===== config.mk =====
export PLATFORM = sky130hd
export DESIGN_NAME = execute_cycle_flat
export DESIGN_NICKNAME = d
export VERILOG_FILES = /design/src/rtl/riscv_pkg.sv /design/src/rtl/execute_cycle_if.sv /design/src/rtl/alu.sv /design/src/rtl/execute_cycle.sv /design/src/flat_wrapper.sv
export SDC_FILE = /design/constraint.sdc
export NUM_CORES = 1
export LEC_CHECK = 0
export CORE_MARGIN = 4
export CORE_UTILIZATION = 49
export DETAILED_ROUTE_END_ITERATION = 8
export PLACE_DENSITY = 0.82
export SETUP_SLACK_MARGIN = 0.15
export SYNTH_ARGS = -nofsm -noshare
export SYNTH_HDL_FRONTEND = slang
export SYNTH_SLANG_ARGS = --single-unit

===== constraint.sdc =====
create_clock -name clk -period 10.1 [get_ports clk]
set_input_delay 2.525 -clock clk [delete_from_list [all_inputs] [get_ports clk]]
set_output_delay 2.525 -clock clk [all_outputs]
set_load 0.01 [all_outputs]

===== src/rtl/riscv_pkg.sv =====
// Shared constants for the RV32I pipeline: datapath widths, ALU opcodes and
// forwarding-select encodings used by the execute stage and its hazard unit.
package riscv_pkg;

  localparam int XLEN       = 32;
  localparam int REG_ADDR_W = 5;

  localparam logic [2:0] ALU_ADD = 3'b000;
  localparam logic [2:0] ALU_SUB = 3'b001;
  localparam logic [2:0] ALU_AND = 3'b010;
  localparam logic [2:0] ALU_OR  = 3'b011;
  localparam logic [2:0] ALU_SLT = 3'b101;

  localparam logic [1:0] FWD_REG = 2'b00;
  localparam logic [1:0] FWD_W   = 2'b01;
  localparam logic [1:0] FWD_M   = 2'b10;

endpackage


===== src/rtl/execute_cycle_if.sv =====
// D->E inputs, hazard-unit controls and E->M outputs of the execute stage.
// master = the surrounding pipeline, slave = execute_cycle.
interface execute_cycle_if #(
  parameter int XLEN       = riscv_pkg::XLEN,
  parameter int REG_ADDR_W = riscv_pkg::REG_ADDR_W
);

  logic                  RegWriteE;
  logic                  ALUSrcE;
  logic                  MemWriteE;
  logic                  ResultSrcE;
  logic                  BranchE;
  logic [2:0]            ALUControlE;
  logic [XLEN-1:0]       RD1_E;
  logic [XLEN-1:0]       RD2_E;
  logic [XLEN-1:0]       Imm_Ext_E;
  logic [REG_ADDR_W-1:0] RD_E;
  logic [XLEN-1:0]       PCE;
  logic [XLEN-1:0]       PCPlus4E;
  logic [1:0]            ForwardAE;
  logic [1:0]            ForwardBE;
  logic [XLEN-1:0]       ALUResultM_fwd;
  logic [XLEN-1:0]       ResultW;
  logic                  HoldM;
  logic                  FlushM;

  logic                  PCSrcE;
  logic [XLEN-1:0]       PCTargetE;
  logic                  RegWriteM;
  logic                  MemWriteM;
  logic                  ResultSrcM;
  logic [REG_ADDR_W-1:0] RD_M;
  logic [XLEN-1:0]       ALUResultM;
  logic [XLEN-1:0]       WriteDataM;
  logic [XLEN-1:0]       PCPlus4M;

  modport master (
    output RegWriteE, ALUSrcE, MemWriteE, ResultSrcE, BranchE, ALUControlE,
           RD1_E, RD2_E, Imm_Ext_E, RD_E, PCE, PCPlus4E,
           ForwardAE, ForwardBE, ALUResultM_fwd, ResultW, HoldM, FlushM,
    input  PCSrcE, PCTargetE, RegWriteM, MemWriteM, ResultSrcM, RD_M,
           ALUResultM, WriteDataM, PCPlus4M
  );

  modport slave (
    input  RegWriteE, ALUSrcE, MemWriteE, ResultSrcE, BranchE, ALUControlE,
           RD1_E, RD2_E, Imm_Ext_E, RD_E, PCE, PCPlus4E,
           ForwardAE, ForwardBE, ALUResultM_fwd, ResultW, HoldM, FlushM,
    output PCSrcE, PCTargetE, RegWriteM, MemWriteM, ResultSrcM, RD_M,
           ALUResultM, WriteDataM, PCPlus4M
  );

endinterface


===== src/rtl/alu.sv =====
// Combinational RV32I ALU: add/sub/and/or/slt, modulo 2^XLEN, plus a zero flag
// used for beq resolution. Unassigned opcodes produce zero.
module alu #(
  parameter int XLEN = riscv_pkg::XLEN
) (
  input  logic [XLEN-1:0] A,
  input  logic [XLEN-1:0] B,
  input  logic [2:0]      ALUControl,
  output logic [XLEN-1:0] Result,
  output logic            Zero
);

  import riscv_pkg::*;

  logic a_lt_b;

  assign a_lt_b = $signed(A) < $signed(B);

  always_comb begin
    // NOTE: combinational logic uses blocking '=', and Result gets a default
    // before the case so every path assigns it and no latch is inferred.
    Result = '0;
    case (ALUControl)
      ALU_ADD: Result = A + B;
      ALU_SUB: Result = A - B;
      ALU_AND: Result = A & B;
      ALU_OR:  Result = A | B;
      ALU_SLT: Result = {{(XLEN-1){1'b0}}, a_lt_b};
      default: Result = '0;
    endcase
  end

  assign Zero = (Result == '0);

endmodule


===== src/rtl/execute_cycle.sv =====
// Execute stage: operand forwarding, ALU, beq resolution and branch target,
// followed by the E->M pipeline register with hold and bubble-flush controls.
module execute_cycle #(
  parameter int XLEN       = riscv_pkg::XLEN,
  parameter int REG_ADDR_W = riscv_pkg::REG_ADDR_W
) (
  input  logic           clk,
  input  logic           rst,
  execute_cycle_if.slave bus
);

  import riscv_pkg::*;

  typedef struct packed {
    logic                  reg_write;
    logic                  mem_write;
    logic                  result_src;
    logic [REG_ADDR_W-1:0] rd;
    logic [XLEN-1:0]       alu_result;
    logic [XLEN-1:0]       write_data;
    logic [XLEN-1:0]       pc_plus4;
  } em_t;

  // Select 11 is unused by the hazard unit and falls back to the register value.
  function automatic logic [XLEN-1:0] fwd_pick(
    input logic [1:0]      sel,
    input logic [XLEN-1:0] reg_val,
    input logic [XLEN-1:0] w_val,
    input logic [XLEN-1:0] m_val
  );
    case (sel)
      FWD_W:   return w_val;
      FWD_M:   return m_val;
      default: return reg_val;
    endcase
  endfunction

  logic [XLEN-1:0] src_a;
  logic [XLEN-1:0] fwd_b;
  logic [XLEN-1:0] src_b;
  logic [XLEN-1:0] alu_result;
  logic            alu_zero;
  em_t             em_d;
  em_t             em_q;

  assign src_a = fwd_pick(bus.ForwardAE, bus.RD1_E, bus.ResultW, bus.ALUResultM_fwd);
  assign fwd_b = fwd_pick(bus.ForwardBE, bus.RD2_E, bus.ResultW, bus.ALUResultM_fwd);
  assign src_b = bus.ALUSrcE ? bus.Imm_Ext_E : fwd_b;

  alu #(.XLEN(XLEN)) u_alu (
    .A          (src_a),
    .B          (src_b),
    .ALUControl (bus.ALUControlE),
    .Result     (alu_result),
    .Zero       (alu_zero)
  );

  // Branch decision and target go straight to fetch, independent of the E->M register.
  assign bus.PCSrcE    = bus.BranchE & alu_zero;
  assign bus.PCTargetE = bus.PCE + bus.Imm_Ext_E;

  // Store data is the forwarded rs2 value, never the immediate.
  assign em_d = '{
    reg_write:  bus.RegWriteE,
    mem_write:  bus.MemWriteE,
    result_src: bus.ResultSrcE,
    rd:         bus.RD_E,
    alu_result: alu_result,
    write_data: fwd_b,
    pc_plus4:   bus.PCPlus4E
  };

  // NOTE: state updates use non-blocking '<='; the asynchronous reset clears
  // every field because a stale RegWrite/MemWrite would corrupt architectural state.
  always_ff @(posedge clk or posedge rst) begin
    if (rst) begin
      em_q <= '0;
    end else if (bus.FlushM) begin
      em_q <= '0;
    end else if (!bus.HoldM) begin
      em_q <= em_d;
    end
  end

  assign bus.RegWriteM  = em_q.reg_write;
  assign bus.MemWriteM  = em_q.mem_write;
  assign bus.ResultSrcM = em_q.result_src;
  assign bus.RD_M       = em_q.rd;
  assign bus.ALUResultM = em_q.alu_result;
  assign bus.WriteDataM = em_q.write_data;
  assign bus.PCPlus4M   = em_q.pc_plus4;

endmodule


===== src/flat_wrapper.sv =====
// flat-port wrapper written by rule: the top's interface ports become plain ports
module execute_cycle_flat import riscv_pkg::*;
#(
  parameter int XLEN       = riscv_pkg::XLEN,
  parameter int REG_ADDR_W = riscv_pkg::REG_ADDR_W
)
  (clk, rst, bus_RegWriteE, bus_ALUSrcE, bus_MemWriteE, bus_ResultSrcE, bus_BranchE, bus_ALUControlE, bus_RD1_E, bus_RD2_E, bus_Imm_Ext_E, bus_RD_E, bus_PCE, bus_PCPlus4E, bus_ForwardAE, bus_ForwardBE, bus_ALUResultM_fwd, bus_ResultW, bus_HoldM, bus_FlushM, bus_PCSrcE, bus_PCTargetE, bus_RegWriteM, bus_MemWriteM, bus_ResultSrcM, bus_RD_M, bus_ALUResultM, bus_WriteDataM, bus_PCPlus4M);
  execute_cycle_if #(.XLEN(XLEN), .REG_ADDR_W(REG_ADDR_W)) bus_i ();
  input  logic clk;
  input  logic rst;
  input wire logic [$bits(bus_i.RegWriteE)-1:0] bus_RegWriteE;
  input wire logic [$bits(bus_i.ALUSrcE)-1:0] bus_ALUSrcE;
  input wire logic [$bits(bus_i.MemWriteE)-1:0] bus_MemWriteE;
  input wire logic [$bits(bus_i.ResultSrcE)-1:0] bus_ResultSrcE;
  input wire logic [$bits(bus_i.BranchE)-1:0] bus_BranchE;
  input wire logic [$bits(bus_i.ALUControlE)-1:0] bus_ALUControlE;
  input wire logic [$bits(bus_i.RD1_E)-1:0] bus_RD1_E;
  input wire logic [$bits(bus_i.RD2_E)-1:0] bus_RD2_E;
  input wire logic [$bits(bus_i.Imm_Ext_E)-1:0] bus_Imm_Ext_E;
  input wire logic [$bits(bus_i.RD_E)-1:0] bus_RD_E;
  input wire logic [$bits(bus_i.PCE)-1:0] bus_PCE;
  input wire logic [$bits(bus_i.PCPlus4E)-1:0] bus_PCPlus4E;
  input wire logic [$bits(bus_i.ForwardAE)-1:0] bus_ForwardAE;
  input wire logic [$bits(bus_i.ForwardBE)-1:0] bus_ForwardBE;
  input wire logic [$bits(bus_i.ALUResultM_fwd)-1:0] bus_ALUResultM_fwd;
  input wire logic [$bits(bus_i.ResultW)-1:0] bus_ResultW;
  input wire logic [$bits(bus_i.HoldM)-1:0] bus_HoldM;
  input wire logic [$bits(bus_i.FlushM)-1:0] bus_FlushM;
  output wire logic [$bits(bus_i.PCSrcE)-1:0] bus_PCSrcE;
  output wire logic [$bits(bus_i.PCTargetE)-1:0] bus_PCTargetE;
  output wire logic [$bits(bus_i.RegWriteM)-1:0] bus_RegWriteM;
  output wire logic [$bits(bus_i.MemWriteM)-1:0] bus_MemWriteM;
  output wire logic [$bits(bus_i.ResultSrcM)-1:0] bus_ResultSrcM;
  output wire logic [$bits(bus_i.RD_M)-1:0] bus_RD_M;
  output wire logic [$bits(bus_i.ALUResultM)-1:0] bus_ALUResultM;
  output wire logic [$bits(bus_i.WriteDataM)-1:0] bus_WriteDataM;
  output wire logic [$bits(bus_i.PCPlus4M)-1:0] bus_PCPlus4M;
  assign bus_i.RegWriteE = bus_RegWriteE;
  assign bus_i.ALUSrcE = bus_ALUSrcE;
  assign bus_i.MemWriteE = bus_MemWriteE;
  assign bus_i.ResultSrcE = bus_ResultSrcE;
  assign bus_i.BranchE = bus_BranchE;
  assign bus_i.ALUControlE = bus_ALUControlE;
  assign bus_i.RD1_E = bus_RD1_E;
  assign bus_i.RD2_E = bus_RD2_E;
  assign bus_i.Imm_Ext_E = bus_Imm_Ext_E;
  assign bus_i.RD_E = bus_RD_E;
  assign bus_i.PCE = bus_PCE;
  assign bus_i.PCPlus4E = bus_PCPlus4E;
  assign bus_i.ForwardAE = bus_ForwardAE;
  assign bus_i.ForwardBE = bus_ForwardBE;
  assign bus_i.ALUResultM_fwd = bus_ALUResultM_fwd;
  assign bus_i.ResultW = bus_ResultW;
  assign bus_i.HoldM = bus_HoldM;
  assign bus_i.FlushM = bus_FlushM;
  assign bus_PCSrcE = bus_i.PCSrcE;
  assign bus_PCTargetE = bus_i.PCTargetE;
  assign bus_RegWriteM = bus_i.RegWriteM;
  assign bus_MemWriteM = bus_i.MemWriteM;
  assign bus_ResultSrcM = bus_i.ResultSrcM;
  assign bus_RD_M = bus_i.RD_M;
  assign bus_ALUResultM = bus_i.ALUResultM;
  assign bus_WriteDataM = bus_i.WriteDataM;
  assign bus_PCPlus4M = bus_i.PCPlus4M;
  execute_cycle #(.XLEN(XLEN), .REG_ADDR_W(REG_ADDR_W)) u_core (.clk(clk), .rst(rst), .bus(bus_i));
endmodule

==> impl_metrics.yaml, run 1 <==
final_layout:
  finalNonFillerCells: 2624
  ff_latch_area_um2: 2600
  design_area_um2: 19100
  final_net_count: 2663
  areaGrowthSynthToFinish_pct: 55.6
  multiInputGateArea_um2: 9170
  layout.filler_cells: 1717
  final_layout_size_suffix_gt1_frac: 0.185
floorplanning:
  initial_utilization: 0.502
  die_width_um: 166
  die_h_um: 166
  floorplan.io_pins: 382
  dieArea_um2: 27700
  placement_rows: 57
  core_area_um2: 24500
pwr:
  max-vdd-ir-drop_mv: 0.0979
  power.leakage_nw: 8.70
  p_sw_mw: 0.962
  power_density_nw_per_um2: 118
  power.switching_fraction: 0.428
  internal_dissipation_mw: 1.29
  power.share.combinational: 0.624
  clock_group_share_of_total_power: 0.172
  sequentialPowerShare: 0.204
critical_path:
  setup_cp_type: "in -> out"
  end_kind: "primary output"
  cp_max_fo: 16
  crit_arrival_ps: 7320
  critPathLaunchType: "primary input"
  crit_required_ps: 7580
route:
  dr_total_vias: 16100
  drt_iter0_drc: 2163
  detail_route.wl_per_cell_um: 23.0
  drtAntennaViolNets: 0
  drc_errors: 0
  vias_per_cell: 6.14
  drt_pass1_iterations: 7
  drt-total-wl_um: 60400
synthesis:
  asr_flop_ratio_synth: 1.00
  ys_seq_elements: 104
  yosysUniqueCellTypes: 80
  postSynthAreaPerCell_um2: 7.27
  syn_nets: 2068
  ys.warnings.count: 0
  number_of_flops_mapped_to_enable_cells_by_yosys: 0
  syn_area_um2: 12300
  synth_cells: 1689
  yosys_most_used_dff: "sky130_fd_sc_hd__dfrtp_1"
  synth_seq_area_share: 0.212
hold_path:
  hold_class: "reg -> reg"
global_route:
  grt.total_usage: 0.408
  number_of_antenna_violations_at_the_first_check_in_global_routing: 11
  first_global_vias: 16300
  wire_length_of_the_first_global_routing_pass_um: 90600
  grt_max_degree: 103
  grt_remaining_overflow: 0
timing:
  maxSlewHeadroom: 0.220
  timing.final.crit_period_ps: 9840
  achievable-frequency_ghz: 0.102
  finalMaxSlewViolations: 0
  timing_hold_violations_final: 0
  fin_crit_sh: 0.974
  rsz0062_at_grt: "true"
  worst_slew_pin_slew_ps: 1170
  final.setup_skew_ps: 0
  setup_viol_count_final: 0
clock_tree:
  worst_skew_pair.late_latency_ps: 360
  cts_root_buf: "sky130_fd_sc_hd__clkbuf_16"
  cts.sink_count: 104
  post_cts_hold_buffer_count: 0
  clock_tree.htree_level_count: 3
  max-clock-path-buffers: 2
  cts_buffers: 9
  clock_tree_from_tritoncts: "built"
  cts.reportedPaths.clkPinSlew_ps: 80
place:
  place_hpwl_um: 47900
  place_inst: 2592
  dpl-instance-area_um2: 18400
  place.gp.congestion: 0.991
  numPortBuffers: 381
status:
  run_status: "complete, no violations"
run:
  max_cap_viol_count: 0
==> metal layers <==
metal / share of wire / GRT usage
met1: 0.37 / 0.494
met2: 0.47 / 0.694
met4: 0.066 / 0.206
met5: 0 / 0
met3: 0.095 / 0.0757
==> critical path, stage by stage <==
cell and delay (ps):
sky130_fd_sc_hd__clkdlybuf4s50_1 510, sky130_fd_sc_hd__inv_1 60, sky130_fd_sc_hd__ha_2 180, sky130_fd_sc_hd__buf_4 200
sky130_fd_sc_hd__a22oi_1 190, sky130_fd_sc_hd__nor2_1 70, sky130_fd_sc_hd__a21oi_1 160, sky130_fd_sc_hd__o21ai_0 140
sky130_fd_sc_hd__ha_1 390, sky130_fd_sc_hd__buf_4 180, sky130_fd_sc_hd__o211ai_1 230, sky130_fd_sc_hd__a211oi_2 120
sky130_fd_sc_hd__a221oi_2 250, sky130_fd_sc_hd__buf_4 180, sky130_fd_sc_hd__o21bai_2 120, sky130_fd_sc_hd__a211oi_2 360
sky130_fd_sc_hd__o21ai_2 150, sky130_fd_sc_hd__buf_4 170, sky130_fd_sc_hd__a211oi_1 230, sky130_fd_sc_hd__o32ai_1 150
sky130_fd_sc_hd__xnor2_1 150, sky130_fd_sc_hd__o22ai_1 390, sky130_fd_sc_hd__nor4_2 60, sky130_fd_sc_hd__buf_2 150
==> synth_stat cells, types with 5 or more instances <==
| cell | count | area share |
|---|---|---|
| sky130_fd_sc_hd__nand3_1 | 20 | 0.0081 |
| sky130_fd_sc_hd__a21o_1 | 19 | 0.012 |
| sky130_fd_sc_hd__nand4_1 | 14 | 0.0071 |
| sky130_fd_sc_hd__o31ai_1 | 13 | 0.0079 |
| sky130_fd_sc_hd__a31oi_1 | 14 | 0.0071 |
| sky130_fd_sc_hd__nor2b_1 | 14 | 0.0071 |
| sky130_fd_sc_hd__nand2_1 | 142 | 0.043 |
| sky130_fd_sc_hd__o211ai_1 | 16 | 0.0098 |
| sky130_fd_sc_hd__a211oi_1 | 35 | 0.021 |
| sky130_fd_sc_hd__a211o_1 | 6 | 0.0043 |
| sky130_fd_sc_hd__nor4_1 | 18 | 0.0092 |
| sky130_fd_sc_hd__o21ai_0 | 120 | 0.049 |
| sky130_fd_sc_hd__buf_2 | 15 | 0.0061 |
| sky130_fd_sc_hd__o21a_1 | 14 | 0.0086 |
| sky130_fd_sc_hd__ha_1 | 131 | 0.13 |
| sky130_fd_sc_hd__and2_1 | 5 | 0.0025 |
| sky130_fd_sc_hd__dfrtp_1 | 104 | 0.21 |
| sky130_fd_sc_hd__nor2_1 | 260 | 0.079 |
| sky130_fd_sc_hd__o22ai_1 | 6 | 0.0031 |
| sky130_fd_sc_hd__o2111ai_1 | 6 | 0.0043 |
| sky130_fd_sc_hd__a21oi_1 | 167 | 0.068 |
| sky130_fd_sc_hd__and3_1 | 8 | 0.0041 |
| sky130_fd_sc_hd__mux2i_1 | 58 | 0.047 |
| sky130_fd_sc_hd__clkbuf_1 | 87 | 0.027 |
| sky130_fd_sc_hd__xnor2_1 | 35 | 0.025 |
| sky130_fd_sc_hd__o31a_1 | 6 | 0.0043 |
| sky130_fd_sc_hd__o21bai_1 | 14 | 0.0086 |
| sky130_fd_sc_hd__nor3_1 | 31 | 0.013 |
| sky130_fd_sc_hd__buf_1 | 9 | 0.0027 |
| sky130_fd_sc_hd__inv_1 | 109 | 0.033 |
| sky130_fd_sc_hd__or3_1 | 7 | 0.0036 |
| sky130_fd_sc_hd__nand2b_1 | 17 | 0.0087 |
| sky130_fd_sc_hd__xor2_1 | 7 | 0.0050 |
| sky130_fd_sc_hd__a22oi_1 | 67 | 0.041 |
| sky130_fd_sc_hd__a311oi_1 | 12 | 0.0086 |
==> final timing paths <==
path                                                        from                                    end  slack (ps)  cells after the start
max                                             bus_ForwardBE[0]                             bus_PCSrcE         260                     24
min                        u_core.bus.ALUResultM[10]$_DFFE_PP0P_  u_core.bus.ALUResultM[10]$_DFFE_PP0P_         520                      2
max reg2reg                  u_core.bus.PCPlus4M[16]$_DFFE_PP0P_    u_core.bus.PCPlus4M[16]$_DFFE_PP0P_        9230                      2
min reg2reg                u_core.bus.ALUResultM[10]$_DFFE_PP0P_  u_core.bus.ALUResultM[10]$_DFFE_PP0P_         520                      2
max in group asynchronous                                    rst  u_core.bus.ALUResultM[26]$_DFFE_PP0P_        6240                      3
min in group asynchronous                                    rst  u_core.bus.WriteDataM[28]$_DFFE_PP0P_        2630                      2
==> logic make-up after synthesis <==
family          count (synthesis)  synth area share
flops                         104             0.212
mux                            59            0.0482
xor+xnor                       42            0.0299
compound gates                568             0.301
fa+ha+maj                     134             0.138
simple gates                  559             0.201
buf+inv                       223            0.0700
==> cell usage in the layout (no fill, tap or decap), drive strengths merged, types with 5 or more instances in the layout <==
master	count
clkdlybuf4s50	375
a2111oi	6
inv	113
mux2i	58
nor4	19
o2111ai	6
a221oi	6
a211o	6
ha	131
xnor2	35
and2	5
diode	11
nor2	260
o21bai	15
a311oi	12
a31oi	15
dfrtp	104
a21oi	167
nand3	20
and3	8
o31ai	15
o31a	6
clkbuf	9
or3	7
nor3	31
nor2b	14
o22ai	6
a21o	19
nand2b	17
o211ai	16
nand2	143
buf	320
nand4	14
o21ai	124
a22oi	67
o21a	14
xor2	7
a211oi	37
==> sequential cells by signal, summed over array words and instances, names as in the netlist <==
register	count
u_core.bus.ALUResultM	32
u_core.bus.PCPlus4M	32
u_core.bus.WriteDataM	32
u_core.bus.RD_M	5
u_core.bus.MemWriteM	1
u_core.bus.RegWriteM	1
u_core.bus.ResultSrcM	1
==> power by group through the flow <==
stage / combinational, mW / sequential, mW / clock [mW]
detailed placement: 1.30 / 0.465 / 0
global route: 1.49 / 0.460 / 0.401
CTS: 1.33 / 0.457 / 0.385
finish: 1.40 / 0.458 / 0.387
global placement: 1.28 / 0.463 / 0
floorplan: 0.621 / 0.476 / 0
==> through the flow <==
step | total power, mW | setup WS, ps | TNS [ps] | utilization | hold WS (ps)
after global placement | 1.74 | -316 | -316 | 0.752 | 494
after floorplan | 1.10 | 822 | 0 | - | 545
after detailed placement | 1.77 | -380 | -380 | 0.752 | 507
final | 2.25 | 258 | 0 | 0.781 | 524
after global routing | 2.36 | -9.27 | -9.27 | 0.781 | 531
after CTS | 2.17 | 163 | 0 | 0.768 | 524
==> timing repair <==
| action | CTS | global route |
|---|---|---|
| endpoints found under the setup margin | 1 | 2 |
| endpoints found under the hold margin | 0 | 0 |
| pin swaps | 4 | 21 |
| buffers inserted | 1 | 4 |
| gates resized for setup | 19 | 70 |
==> cell type report <==
class,instances,share of cell area
inverters,111,0.0219
clock inverters,7,0.00393
diodes,11,0.00144
well taps,324,0.0212
repair buffers,696,0.324
flip-flops and latches,104,0.136
multi-input cells,1362,0.480
clock buffers,9,0.0118
(Power assumes the default switching activity.)
==> run 2: changes to the inputs <==
--- a/config.mk
+++ b/config.mk
@@ -7,6 +7,7 @@
 export LEC_CHECK = 0
 export CORE_MARGIN = 4
 export CORE_UTILIZATION = 49
+export CTS_BUF_LIST = sky130_fd_sc_hd__clkbuf_16
 export DETAILED_ROUTE_END_ITERATION = 8
 export PLACE_DENSITY = 0.82
 export SETUP_SLACK_MARGIN = 0.15
==> results of run 2 <==
No change in the layout: final DEF, timing and power equal those of run 1.
